==> config.mk <==
export PLATFORM = sky130hd
export DESIGN_NAME = param_reg_bank_flat
export DESIGN_NICKNAME = d
export VERILOG_FILES = /design/src/rtl/param_reg_bank_if.sv /design/src/rtl/param_reg_bank.sv /design/src/flat_wrapper.sv
export SDC_FILE = /design/constraint.sdc
export NUM_CORES = 1
export LEC_CHECK = 0
export BUFFER_PORTS_ARGS = -buffer_cell sky130_fd_sc_hd__buf_2
export CAP_MARGIN = 15
export CORE_AREA = 2 2 136 138
export DETAILED_ROUTE_END_ITERATION = 8
export DIE_AREA = 0 0 138 140
export MAX_ROUTING_LAYER = met4
export PLACE_DENSITY = 0.62
export SLEW_MARGIN = 30
export SYNTH_ARGS = -nofsm -noshare
export SYNTH_HDL_FRONTEND = slang
export SYNTH_SLANG_ARGS = --single-unit
==> constraint.sdc <==
create_clock -name Clock -period 4.55 [get_ports Clock]
set_input_delay 0.2275 -clock Clock [delete_from_list [all_inputs] [get_ports Clock]]
set_output_delay 0.2275 -clock Clock [all_outputs]
set_load 0.01 [all_outputs]
==> src/rtl/param_reg_bank_if.sv <==
// Bus bundle for param_reg_bank: write data, per-register enables, op code,
// the two read selects and the read/limit results.
interface param_reg_bank_if #(
    parameter int WIDTH    = 16,
    parameter int NUM_REGS = 4,
    parameter int SELW     = $clog2(NUM_REGS)
) ();
    logic [WIDTH-1:0]    I;
    logic [NUM_REGS-1:0] E;
    logic [2:0]          FunSel;
    logic [SELW-1:0]     OutASel;
    logic [SELW-1:0]     OutBSel;
    logic [WIDTH-1:0]    OutA;
    logic [WIDTH-1:0]    OutB;
    logic [NUM_REGS-1:0] Lim;

    modport master (
        output I, E, FunSel, OutASel, OutBSel,
        input  OutA, OutB, Lim
    );

    modport slave (
        input  I, E, FunSel, OutASel, OutBSel,
        output OutA, OutB, Lim
    );
endinterface

==> src/rtl/param_reg_bank.sv <==
// General-purpose register bank: NUM_REGS x WIDTH registers sharing one FunSel
// op, two combinational read ports and sticky per-register wrap/limit flags.
module param_reg_bank #(
    parameter int WIDTH    = 16,
    parameter int NUM_REGS = 4,
    parameter int SATURATE = 0,
    parameter int SELW     = $clog2(NUM_REGS)
) (
    input  logic             Clock,
    input  logic             Reset,
    param_reg_bank_if.slave  bus
);
    localparam int HALF = WIDTH / 2;
    localparam logic [WIDTH-1:0] ALL_ONES = '1;
    localparam logic [WIDTH-1:0] ONE      = WIDTH'(1);

    logic [WIDTH-1:0]    r_regs [NUM_REGS];
    logic [NUM_REGS-1:0] r_lim;
    logic [WIDTH-1:0]    w_next [NUM_REGS];
    logic [NUM_REGS-1:0] w_lim_next;
    logic [WIDTH-1:0]    w_out_a;
    logic [WIDTH-1:0]    w_out_b;

    always_comb begin
        for (int k = 0; k < NUM_REGS; k++) begin
            w_next[k]     = r_regs[k];
            w_lim_next[k] = r_lim[k];
            if (bus.E[k]) begin
                case (bus.FunSel)
                    3'b000: begin
                        // At zero the flag fires in both modes; only the value differs
                        if (r_regs[k] == '0) begin
                            w_lim_next[k] = 1'b1;
                            w_next[k]     = (SATURATE != 0) ? '0 : ALL_ONES;
                        end else begin
                            w_next[k] = r_regs[k] - ONE;
                        end
                    end
                    3'b001: begin
                        if (r_regs[k] == ALL_ONES) begin
                            w_lim_next[k] = 1'b1;
                            w_next[k]     = (SATURATE != 0) ? ALL_ONES : '0;
                        end else begin
                            w_next[k] = r_regs[k] + ONE;
                        end
                    end
                    3'b010: w_next[k] = bus.I;
                    3'b011: begin
                        w_next[k]     = '0;
                        w_lim_next[k] = 1'b0;
                    end
                    3'b100: w_next[k] = {{HALF{1'b0}}, bus.I[HALF-1:0]};
                    3'b101: w_next[k] = {r_regs[k][WIDTH-1:HALF], bus.I[HALF-1:0]};
                    3'b110: w_next[k] = {bus.I[HALF-1:0], r_regs[k][HALF-1:0]};
                    default: w_next[k] = {{HALF{bus.I[HALF-1]}}, bus.I[HALF-1:0]};
                endcase
            end
        end
    end

    always_ff @(posedge Clock or posedge Reset) begin
        if (Reset) begin
            for (int k = 0; k < NUM_REGS; k++) begin
                r_regs[k] <= '0;
            end
            r_lim <= '0;
        end else begin
            for (int k = 0; k < NUM_REGS; k++) begin
                r_regs[k] <= w_next[k];
            end
            r_lim <= w_lim_next;
        end
    end

    // Out-of-range selects fall through to zero
    always_comb begin
        w_out_a = '0;
        w_out_b = '0;
        for (int k = 0; k < NUM_REGS; k++) begin
            if (int'(bus.OutASel) == k) w_out_a = r_regs[k];
            if (int'(bus.OutBSel) == k) w_out_b = r_regs[k];
        end
    end

    assign bus.OutA = w_out_a;
    assign bus.OutB = w_out_b;
    assign bus.Lim  = r_lim;
endmodule

==> src/flat_wrapper.sv <==
// flat-port wrapper written by rule: the top's interface ports become plain ports
module param_reg_bank_flat 
#(
    parameter int WIDTH    = 16,
    parameter int NUM_REGS = 4,
    parameter int SATURATE = 0,
    parameter int SELW     = $clog2(NUM_REGS)
)
  (Clock, Reset, bus_I, bus_E, bus_FunSel, bus_OutASel, bus_OutBSel, bus_OutA, bus_OutB, bus_Lim);
  param_reg_bank_if #(.WIDTH(WIDTH), .NUM_REGS(NUM_REGS), .SELW(SELW)) bus_i ();
  input  logic Clock;
  input  logic Reset;
  input wire logic [$bits(bus_i.I)-1:0] bus_I;
  input wire logic [$bits(bus_i.E)-1:0] bus_E;
  input wire logic [$bits(bus_i.FunSel)-1:0] bus_FunSel;
  input wire logic [$bits(bus_i.OutASel)-1:0] bus_OutASel;
  input wire logic [$bits(bus_i.OutBSel)-1:0] bus_OutBSel;
  output wire logic [$bits(bus_i.OutA)-1:0] bus_OutA;
  output wire logic [$bits(bus_i.OutB)-1:0] bus_OutB;
  output wire logic [$bits(bus_i.Lim)-1:0] bus_Lim;
  assign bus_i.I = bus_I;
  assign bus_i.E = bus_E;
  assign bus_i.FunSel = bus_FunSel;
  assign bus_i.OutASel = bus_OutASel;
  assign bus_i.OutBSel = bus_OutBSel;
  assign bus_OutA = bus_i.OutA;
  assign bus_OutB = bus_i.OutB;
  assign bus_Lim = bus_i.Lim;
  param_reg_bank #(.WIDTH(WIDTH), .NUM_REGS(NUM_REGS), .SATURATE(SATURATE), .SELW(SELW)) u_core (.Clock(Clock), .Reset(Reset), .bus(bus_i));
endmodule
[After elaboration in Yosys (flattened, before gate mapping)]
Cells that the tools add are included.
Operators by class
  mux-type cells: 32
  multipliers: 0
  add/subtract/negate cells: 8
  reduce and logical (&&, ||, !) cells: 20
  equal/unequal tests: 24
  magnitude comparators: 0
  shifts and indexed selects: 0
  div/mod/pow operators: 0
  bitwise operators: 2
Operator list (count)
  $pmux 16 s7: 4
  $mux 16: 16
  $add 16x1->16 const B: 4
  $eq 16x16->1 const B: 4
  $logic_not 16->1: 4
  $sub 16x1->16 const B: 4
  $ne 2x1->1 const B: 8
  $reduce_and 2->1: 8
  $reduce_and 4->1: 4
  $pmux 1 s3: 4
  $eq 3x3->1 const B: 3
  $eq 2x2->1 const B: 4
  $mux 1: 8
  $eq 3x2->1 const B: 2
  $eq 2x1->1 const B: 2
  $logic_not 2->1: 2
  $eq 3x1->1 const B: 1
  $logic_not 3->1: 1
  $reduce_bool 3->1: 1
  $not 1->1: 2
Word-level totals
  bits in read-only memories: 0
  memories kept: 0
  bits in registers: 68
  bits in writable memories: 0
  bits in latches: 0
  word-level logic and storage cells: 98
  output and inout port bits: 36
  input bits: 29

[Logic depth before layout (Yosys ltp)]
Gate-level depths: netlist of the first run.
  depth after elaboration: 5
  depth in mapped cells: 10
  mapped depth without buffers: 8

[Worst setup path after synthesis of the first run]
OpenSTA, ideal clock, no wires.
  path kind: flip-flop to flip-flop
  from: register u_core.r_regs[48] in the netlist's numbering
  to: register u_core.r_regs[58] in the netlist's numbering
  setup slack: 2076 ps
  data required time: 4424 ps
  arrival time: 2348 ps
  clock period less this slack: 2474 ps
  stages on the path, launching flop included: 9
  setup time: 126 ps
  buffers on the path: 0
  cell sequence: dfrtp_1 > inv_1 > ha_1 > or4b_4 > or2_1 > or4_4 > xnor2_2 > nor2_1 > o32a_1
On the way
  word-level cells in the longest chain between the ends: 3
  elaborated cells on any way between the ends: 7
RTL lines
  from (decl): line param_reg_bank.sv:17  | logic [WIDTH-1:0] r_regs [NUM_REGS];
  from (signal, indexed assignment): line param_reg_bank.sv:69  | r_regs[k] <= w_next[k];
  $add 16x1->16, or another cell as far along: line param_reg_bank.sv:44  | w_next[k] = r_regs[k] + ONE;
  $mux 16, on equally long branches: line param_reg_bank.sv:40, param_reg_bank.sv:32
  $pmux 16 s7 *: line param_reg_bank.sv:29  | case (bus.FunSel)
Mark *: on every way between the ends. The rest lies on a longest branch, timed or not.
A chain may end at the register's enable or synchronous reset.

[Worst setup path in the final report of the first run]
  from: register u_core.r_regs[48] in the netlist's numbering
  to: register u_core.r_regs[62] in the netlist's numbering
The elaborated chain is that of the path after synthesis.

==> results of run 1 <==
area by class of cell:
type                       count  area (sq um)
timing repair buffer          72         380.4
clock inverter                 1         5.005
multi-input combinational    675          4846
clock buffer                  15         277.8
tap                          229         286.5
fill                        1787         10200
sequential                    68          1702
inverter                      23         86.33
through the flow:
stage | std cells | setup WS, ns
CTS | 1083 | 1.780
global route | 1083 | 1.466
finish | 1083 | 1.742
global placement | 1067 | 1.816
floorplan | 861 | 2.076
detailed placement | 1067 | 1.790
routing by layer:
layer | vias up | GRT usage
met5 | - | -
met4 | 0 | 0.1267
met3 | 73 | 0.04274
met2 | 382 | 0.4310
met1 | 3591 | 0.3609
li1 | 3245 | -
layout by cell type, fill, tap and decap left out, types with 5 or more instances in the layout:
cell | netlist | routed
a2111oi_0 | 6 | 6
a211oi_1 | 9 | 9
a21oi_1 | 57 | 57
a22oi_1 | 6 | 6
a31o_2 | 5 | 5
a31oi_1 | 17 | 17
and2_1 | 17 | 17
and3_1 | 12 | 12
and4_1 | 13 | 13
buf_2 | 8 | 64
buf_4 | 2 | 8
clkbuf_16 | 0 | 9
dfrtp_1 | 68 | 68
ha_1 | 8 | 8
inv_1 | 23 | 22
mux2_2 | 8 | 8
mux4_2 | 32 | 32
nand2_1 | 65 | 65
nand3_1 | 26 | 26
nand4_1 | 18 | 18
nor2_1 | 72 | 72
nor3_1 | 27 | 26
nor4_1 | 16 | 16
o211ai_1 | 16 | 16
o21a_1 | 20 | 20
o21ai_0 | 54 | 54
o221ai_1 | 7 | 7
o22a_1 | 6 | 6
o22ai_1 | 5 | 5
o31ai_1 | 9 | 9
or2_2 | 5 | 5
or3_1 | 9 | 8
xnor2_1 | 26 | 26
xor2_1 | 14 | 14
path summary, 6_finish.rpt:
| check | from | end | slack [ns] | depth (start not counted) |
|---|---|---|---|---|
| hold / removal | Reset | u_core.r_regs[54] | 0.04 | 2 |
| setup / recovery | u_core.r_regs[48] | u_core.r_regs[62] | 1.74 | 8 |
| setup reg to reg | u_core.r_regs[48] | u_core.r_regs[62] | 1.74 | 8 |
| min in group Clock | bus_E[1] | u_core.r_regs[40] | 0.24 | 3 |
| hold reg to reg | u_core.bus.Lim[1] | u_core.bus.Lim[1] | 0.51 | 1 |
| max in group asynchronous | Reset | u_core.r_regs[20] | 3.49 | 3 |
synthesized netlist by cell type, types with 17 or more instances:
| master | count | area share |
|---|---|---|
| clkbuf_1 | 72 | 0.038 |
| xnor2_1 | 26 | 0.032 |
| nor3_1 | 27 | 0.019 |
| mux4_2 | 32 | 0.10 |
| o21ai_0 | 54 | 0.038 |
| a21oi_1 | 57 | 0.041 |
| inv_1 | 23 | 0.012 |
| nand3_1 | 26 | 0.019 |
| nand2_1 | 65 | 0.035 |
| dfrtp_1 | 68 | 0.24 |
| and2_1 | 17 | 0.015 |
| nor2_1 | 72 | 0.038 |
| a31oi_1 | 17 | 0.015 |
| o21a_1 | 20 | 0.021 |
| nand4_1 | 18 | 0.016 |
critical path, stage by stage, from the launching register on:
cell	delay, ns
dfrtp_1	0.49
inv_1	0.16
ha_1	0.22
or4b_4	0.52
nor4b_4	0.45
nand2_1	0.12
xnor2_1	0.16
a2111oi_0	0.47
a211oi_1	0.08
state kept, by name, indices dropped and copies added (netlist names):
signal          cells
u_core.r_regs      64
u_core.bus.Lim      4
logic make-up after synthesis:
| family | Yosys count |
|---|---|
| AOI/OAI and AO/OA | 266 |
| xor gates and xnor gates | 41 |
| adders and majority gates | 8 |
| buffers and inverters | 118 |
| DFF | 68 |
| muxes | 44 |
| and+or+nand+nor | 316 |
power breakdown:
part           total [mW]  switching (mW)  internal (mW)
sequential           1.07           0.362          0.707
clock               0.704           0.290          0.414
combinational       0.911           0.484          0.427
total                2.68            1.14           1.55
==> metrics.txt, run 1 <==
Nets about 900; Remaining DRCs 0; compound-gate portion of the synthesized area 0.2569; Worst slew margin 0.4611; Slew Viols, Final 0; Routed wire per std cell 24.39 um; post-synthesis mux area share 0.1210; dominant synthesized flop cell dfrtp_1; Fmax 356.1 MHz; RSZ-0062 raised after global routing no; Arr. time, crit path between 3 and 4 ns; Core Area roughly 0.018 sq mm; Tot GR Track Use 0.2781; main combinational cell family by area after synthesis compound AO/OA/AOI/OAI gates; startpoint types flip-flop; min cycle time layout 2.808 ns; Worst VDD drop slightly below 0.0002 V; die area 0.01932 sq mm; met3 WL approximately 2200 um; final hold slack 0.03785 ns; Hold Crit Class in2async; port bufs between 60 and 70; CTS resizes 0; syn_nets between 800 and 900; power density over cell area roughly 350 mW/mm^2; Power, Total about 2.7 mW; syn avg cell area 8.168 sq um; initial antenna violation count 0; Post-Synth Adder-Cell Area 0.01423; worst-margin pin slew between 0.8 and 0.9 ns; Ys Warns 0; drt pass-1 iters 6; row count 49; post-synthesis cell area about 0.007 sq mm; Clock Latency Late Sink around 0.35 ns; HPWL Detailed 19160 um; top sig layer met4; Fin Setup TNS 0 ns; Leakage Power between 2 and 3 nW; number of synthesized flops with an enable pin 0; Initial Util 0.3956; XOR/XNOR Fraction of Synth Area 0.05213; Syn-to-layout area delta 7.828%; via count around 7300; simple-gate area share of the yosys netlist 0.2430; Max Cap Viol 0; Bufs on Longest Clock Path 2; layout cells sized above 1 0.1792; Setup crit end kind flip-flop; CTS clk-pin slew, worst paths 0.06 ns; Routed WL between 20000 and 30000 um; htree depth 3; critical path class reg2reg; via count of the first global-routing pass 6551; Crit path required time around 4.8 ns; TritonCTS clock tree yes; Post-CTS Hold Fix Bufs 0; async set-reset flop share out of synthesis 1.000; sequential fraction of the synthesis area 0.2419; pin count of the biggest net entering global routing 36; CP max FO 9; root buf cell clkbuf_16; final setup vio count 0; Die W between 100 and 150 um; metal2 WL roughly 12000 um; Final Cell Area about 0.0076 sq mm; chip height ~140 um; diode count 0; Syn Inst Count 861; Post-CTS Setup Repair Bufs 0; Final Hold Viols 0; placed instance area ~0.0073 sq mm; global-route wire length before repair ~40000 um; Ports 65; Antenna Nets Post-Route 0; clock skew 0.008482 ns; Period Utilization, post-route 0.6172; vias per cell between 6 and 7; placer congestion estimate 1.001; Routed met1 length approximately 11000 um; Core Util, Final 0.4265; gr ovfl total 0; Distinct cells, synth between 80 and 90; Synth Register Bits 68; clk sinks 68; DRT iter0 DRCs 1079; outcome completed; number of clock buffers inserted by TritonCTS 9
(Power assumes the default switching activity.)
==> run 2: changes to the inputs <==
Clock period 4.55 ns to 2.6 ns, I/O delays scaled along.
==> run 2 against run 1 <==
- final cell count increased by 7.4%
- combinational power increased by 140%
- largest power group is now combinational logic
- critical path depth unchanged
- first-iteration DRC count increased by 1.4%
- clock skew decreased by 0.00068 ns
- fmax increased by 13%
- largest cell class unchanged
- final area increased by 9.3%
- flip-flop and latch count unchanged
- hold slack improved by 0.13 ns
==> metrics.txt, run 2 (synthesis gave the netlist of run 1 again) <==
Worst VDD drop 0.0003560 V; worst flop-to-flop path startpoint u_core.r_regs[48]; Bufs on Longest Clock Path 2; Ports 65; Slew Viols, Final 0; Fin Setup TNS 0 ns; root buf cell clkbuf_16; CTS clk-pin slew, worst paths 0.06 ns; Max Cap Viol 0; Setup crit end kind flip-flop; min cycle time layout between 2 and 2.5 ns; die area 0.01932 sq mm; Worst slew margin 0.3643; Fmax between 400 and 500 MHz; Die W around 140 um; Hold Crit Class in2reg; via count slightly below 8000; Tot GR Track Use 0.2910; most common cell after layout, fill and taps aside buf_4; startpoint types flip-flop; R2R cell count 8; Reg with most FFs u_core.r_regs; WP buf/inv 1; power density over cell area between 600 and 700 mW/mm^2; Fillers between 1500 and 2000; outcome completed; Routed WL about 28000 um; hold path depth 3; number of clock buffers inserted by TritonCTS 9; min-delay src bus_E[1]; via count of the first global-routing pass 6846; reg2reg setup slack between 0.1 and 0.15 ns; Antenna Nets Post-Route 0; final setup vio count 0; vias per cell ~6.6; row count 49; layout cells sized above 1 0.2559; diode count 0; worst-margin pin slew roughly 0.95 ns; critical path cell sequence inv_1 -> ha_4 -> or4b_4 -> or2_1 -> or4_4 -> xnor2_2 -> nor2_1 -> o32a_1; Core Area about 0.018 sq mm; Period Utilization, post-route 0.9534; Clock Latency Late Sink ~0.35 ns; flip-flop count of the largest register after layout 64; htree depth 3; drt pass-1 iters 6; Hold EP u_core.r_regs[40]; RSZ-0062 raised after global routing no; global-route wire length before repair ~42000 um; most frequent cells in the layout buf_4 (86), nor2_1 (71), dfrtp_1 (68); Routed wire per std cell 24.28 um; Syn-to-layout area delta 17.88%; Nets 966; Final Hold Viols 0; Initial Util 0.3956; Crit path required time roughly 2.8 ns; TritonCTS clock tree yes; HPWL Detailed between 20000 and 25000 um; Arr. time, crit path 2.72 ns; port bufs 64; pin count of the biggest net entering global routing just over 40; max incr delay on CP 0.50 ns; CP max-delay cell or4b_4; placer congestion estimate slightly above 1; initial antenna violation count 0; CP max FO 4; critical path class reg2reg; reg-to-reg endpoint u_core.r_regs[58]; CP top delay family simple AND/OR/NAND/NOR gates; Leakage Power 3.262 nW; clock skew around 0.0078 ns; chip height about 140 um; clk sinks 68; final hold slack around 0.17 ns; Remaining DRCs 0; Crit. Startpoint u_core.r_regs[48]; gr ovfl total 0; DRT iter0 DRCs around 1100
## run 2: worst max path at each step
stage,to,depth (start not counted)
CTS,u_core.r_regs[62],8
global placement,u_core.r_regs[62],8
global route,u_core.r_regs[62],8
finish,u_core.r_regs[58],8
floorplan,u_core.r_regs[58],8
detailed placement,u_core.r_regs[62],8
## run 2: report_power, final
group	switching (mW)	internal, mW	leakage [nW]
Combinational	1.24	0.976	2.27
Sequential	0.336	1.24	0.821
Clock	0.527	0.917	0.169
## run 2: per-stage QoR
step                  util  setup WS, ns  instance area (sq um)  cells  total power [mW]
floorplan                -        0.1263                   7033    861             2.905
global route        0.4663      0.002797                   8290   1163             5.464
finish              0.4663        0.1212                   8290   1163             5.241
global placement    0.4435        0.1153                   7885   1144             3.700
detailed placement  0.4435       0.04828                   7885   1144             3.716
CTS                 0.4630       0.03839                   8232   1161             5.157
## run 2: area by class of cell
cell class	count	area, sq um	area share
tap	229	286.5	0.03456
timing repair buffer	152	996.0	0.1201
clock buffer	12	266.5	0.03215
clock inverter	4	70.07	0.008452
multi-input combinational	675	4883	0.5890
sequential	68	1702	0.2053
inverter	23	86.33	0.01041
## run 2: what timing repair did
| item | 4_1_cts | 5_1_grt |
|---|---|---|
| hold buffers | 1 | 0 |
| buffers inserted | 0 | 2 |
| gates resized for setup | 0 | 9 |
| setup endpoints to repair | 0 | 11 |
| endpoints found under the hold margin | 28 | 0 |
## run 2: worst register-to-register path, delay by kind of cell, from the launching register on
family | cells | cell delay, ns
compound gates | 1 | 0.28
flops | 1 | 0.38
simple gates | 4 | 1.27
buf+inv | 1 | 0.14
xor+xnor | 1 | 0.13
fa+ha+maj | 1 | 0.17
## run 2: routing by layer
| metal | up-vias | GRT usage | wire [um] |
|---|---|---|---|
| met5 | - | - | 0 |
| met4 | 0 | 0.1219 | 1248 |
| met3 | 83 | 0.03282 | 2381 |
| met2 | 456 | 0.4544 | 13060 |
| met1 | 3768 | 0.3865 | 11550 |
| li1 | 3391 | - | - |
==> run 3: changes to the inputs <==
Settings changed: ABC_AREA from default to 1, CORE_AREA 2 2 136 138 to 2 2 142 144, DIE_AREA 0 0 138 140 to 0 0 144 146.
==> run 3 against run 2 <==
- total power is 13% lower
- synthesized area is 9.5% higher
- sequential power hardly changed
- clock skew is 0.0031 ns lower
- critical path type is now reg2out
- largest power group unchanged
- highest routed layer unchanged
==> metrics.txt, run 3 <==
htree depth 3; power density over cell area roughly 540 mW/mm^2; via count of the first global-routing pass ~8400; drt pass-1 iters 6; XOR/XNOR Fraction of Synth Area 0.02844; port bufs 64; most common library cells after synthesis nand2_1 (404), nor2_1 (181), inv_1 (172); Die W 144 um; startpoint types flip-flop; Routed WL approximately 34000 um; layout cells sized above 1 0.1013; root buf cell clkbuf_16; Initial Util 0.3982; Finished Layout Cells about 1700; compound-gate portion of the synthesized area 0.1315; Core Area approximately 0.019 sq mm; Fin Setup TNS 0 ns; DRT iter0 DRCs 1168; Syn Inst Count 1361; final setup vio count 0; Synth area leaders dfrtp_1 (22%), nand2_1 (20%), nand3_1 (11%), nor2_1 (8.8%), inv_1 (8.4%); global-route wire length before repair about 50000 um; Distinct cells, synth 39; Ports between 60 and 70; Final WS setup 0.5298 ns; Worst slew margin 0.4719; Period Utilization, post-route 0.7962; critical path class reg2out; Setup crit end kind output pin; Final Cell Area about 0.0085 sq mm; number of clock buffers inserted by TritonCTS 9; Clock Latency Late Sink roughly 0.35 ns; vias per cell between 5 and 6; Post-Place Worst Slack about 0.58 ns; post-synthesis cell area approximately 0.0077 sq mm; Post-Synth Adder-Cell Area 0.01300; Routed wire per std cell just over 20 um; syn avg cell area between 5 and 6 sq um; most frequent cells in the layout nand2_1 (404), nor2_1 (181), inv_1 (171); Syn-to-layout area delta 10.81%; Ys Warns 0; Hold Crit Class in2reg; placed cell count roughly 1700; worst-margin pin slew roughly 0.79 ns; die area approximately 0.021 sq mm; top-count cell post-synth nand2_1; pin count of the biggest net entering global routing between 60 and 70; Fmax 483.1 MHz; async set-reset flop share out of synthesis 1.000; via count 9616; post-synth top area share 0.2210; Antenna Nets Post-Route 0; Final Hold Viols 0; CTS clk-pin slew, worst paths ~0.06 ns; Max Cap Viol 0; min cycle time layout slightly above 2 ns; placer congestion estimate a little over 1; post-synth top area cell dfrtp_1; most common cell after layout, fill and taps aside nand2_1; chip height 146 um; HPWL Detailed around 26000 um; Power, Total about 4.6 mW; flip-flop count of the largest register after layout 64; main combinational cell family by area after synthesis simple AND/OR/NAND/NOR gates; Nets 1445; Slew Viols, Final 0; row count 51; syn_nets ~1400; sequential fraction of the synthesis area 0.2210; number of synthesized flops with an enable pin 0; gr ovfl total 0; clock skew between 0.004 and 0.005 ns; Reg with most FFs u_core.r_regs; Tot GR Track Use 0.3287; Crit path required time roughly 2.5 ns; CP max FO 9; TritonCTS clock tree yes; CTS resizes 0; initial antenna violation count 1; Remaining DRCs 0; simple-gate area share of the yosys netlist 0.4811; Worst VDD drop about 0.00034 V; Arr. time, crit path 1.94 ns; outcome completed; clk sinks roughly 70; dominant synthesized flop cell dfrtp_1; Bufs on Longest Clock Path 2; post-synthesis mux area share 0; Synth Register Bits 68; placed instance area between 0.008 and 0.009 sq mm; Leakage Power approximately 4.1 nW; RSZ-0062 raised after global routing no
run 3: worst paths after layout:
kind | cells after the start | startpoint | slack (ns) | endpoint
max | 5 | u_core.r_regs[43] | 0.53 | bus_OutA[11]
min reg2reg | 2 | u_core.bus.Lim[1] | 0.49 | u_core.bus.Lim[1]
max reg2reg | 9 | u_core.r_regs[0] | 0.55 | u_core.bus.Lim[3]
max in group asynchronous | 4 | Reset | 1.85 | u_core.r_regs[19]
min | 3 | bus_E[1] | 0.09 | u_core.bus.Lim[1]
min in group asynchronous | 4 | Reset | 0.42 | u_core.r_regs[48]
run 3: repair_timing:
item | CTS | global route
hold buffers | 1 | 0
endpoints found under the hold margin | 68 | 0
setup endpoints to repair | 0 | 0
setup buffers | 0 | 0
run 3: metrics by stage:
| step | utilization | hold slack, ns |
|---|---|---|
| 3_3_place_gp | 0.4270 | 0.2582 |
| 4_1_cts | 0.4411 | 0.08681 |
| 6_report | 0.4412 | 0.09493 |
| 3_5_place_dp | 0.4272 | 0.2581 |
| 2_1_floorplan | - | 0.2959 |
| 5_1_grt | 0.4412 | 0.1300 |
run 3: area by class of cell:
type	instances	area (sq um)
Antenna cell	1	2.502
Clock buffer	11	242.7
Clock inverter	3	15.01
Fill cell	2164	10800
Inverter	179	674.4
Multi-Input combinational cell	1061	5040
Sequential cell	68	1702
Tap cell	265	331.6
Timing Repair Buffer	89	523.0
run 3: report_power, final:
| part | internal [mW] | switching [mW] | leakage (nW) |
|---|---|---|---|
| clock network | 0.659 | 0.548 | 0.131 |
| logic | 0.562 | 1.21 | 3.19 |
| registers | 1.22 | 0.370 | 0.803 |
run 3: cells by family (layout without fill, tap and decap cells):
| kind of cell | count (synthesis) | after routing |
|---|---|---|
| compound gates | 180 | 180 |
| flops | 68 | 68 |
| fa+ha+maj | 8 | 8 |
| simple gates | 848 | 848 |
| buf+inv | 232 | 282 |
| other cells | 0 | 1 |
| xor+xnor | 25 | 25 |
run 3: metal layers:
layer | global-route usage | wire length (um) | up-vias
met1 | 0.4364 | 14090 | 4491
met2 | 0.4783 | 14870 | 501
li1 | - | - | 4521
met4 | 0.1941 | 2127 | 0
met5 | - | 0 | -
met3 | 0.03784 | 2882 | 103
run 3: critical path, cell delays in order (launching register included):
cell and delay, ns:
dfrtp_1 0.63, inv_1 0.25, o22ai_1 0.26, a21oi_1 0.06
o21ai_0 0.17, buf_2 0.21
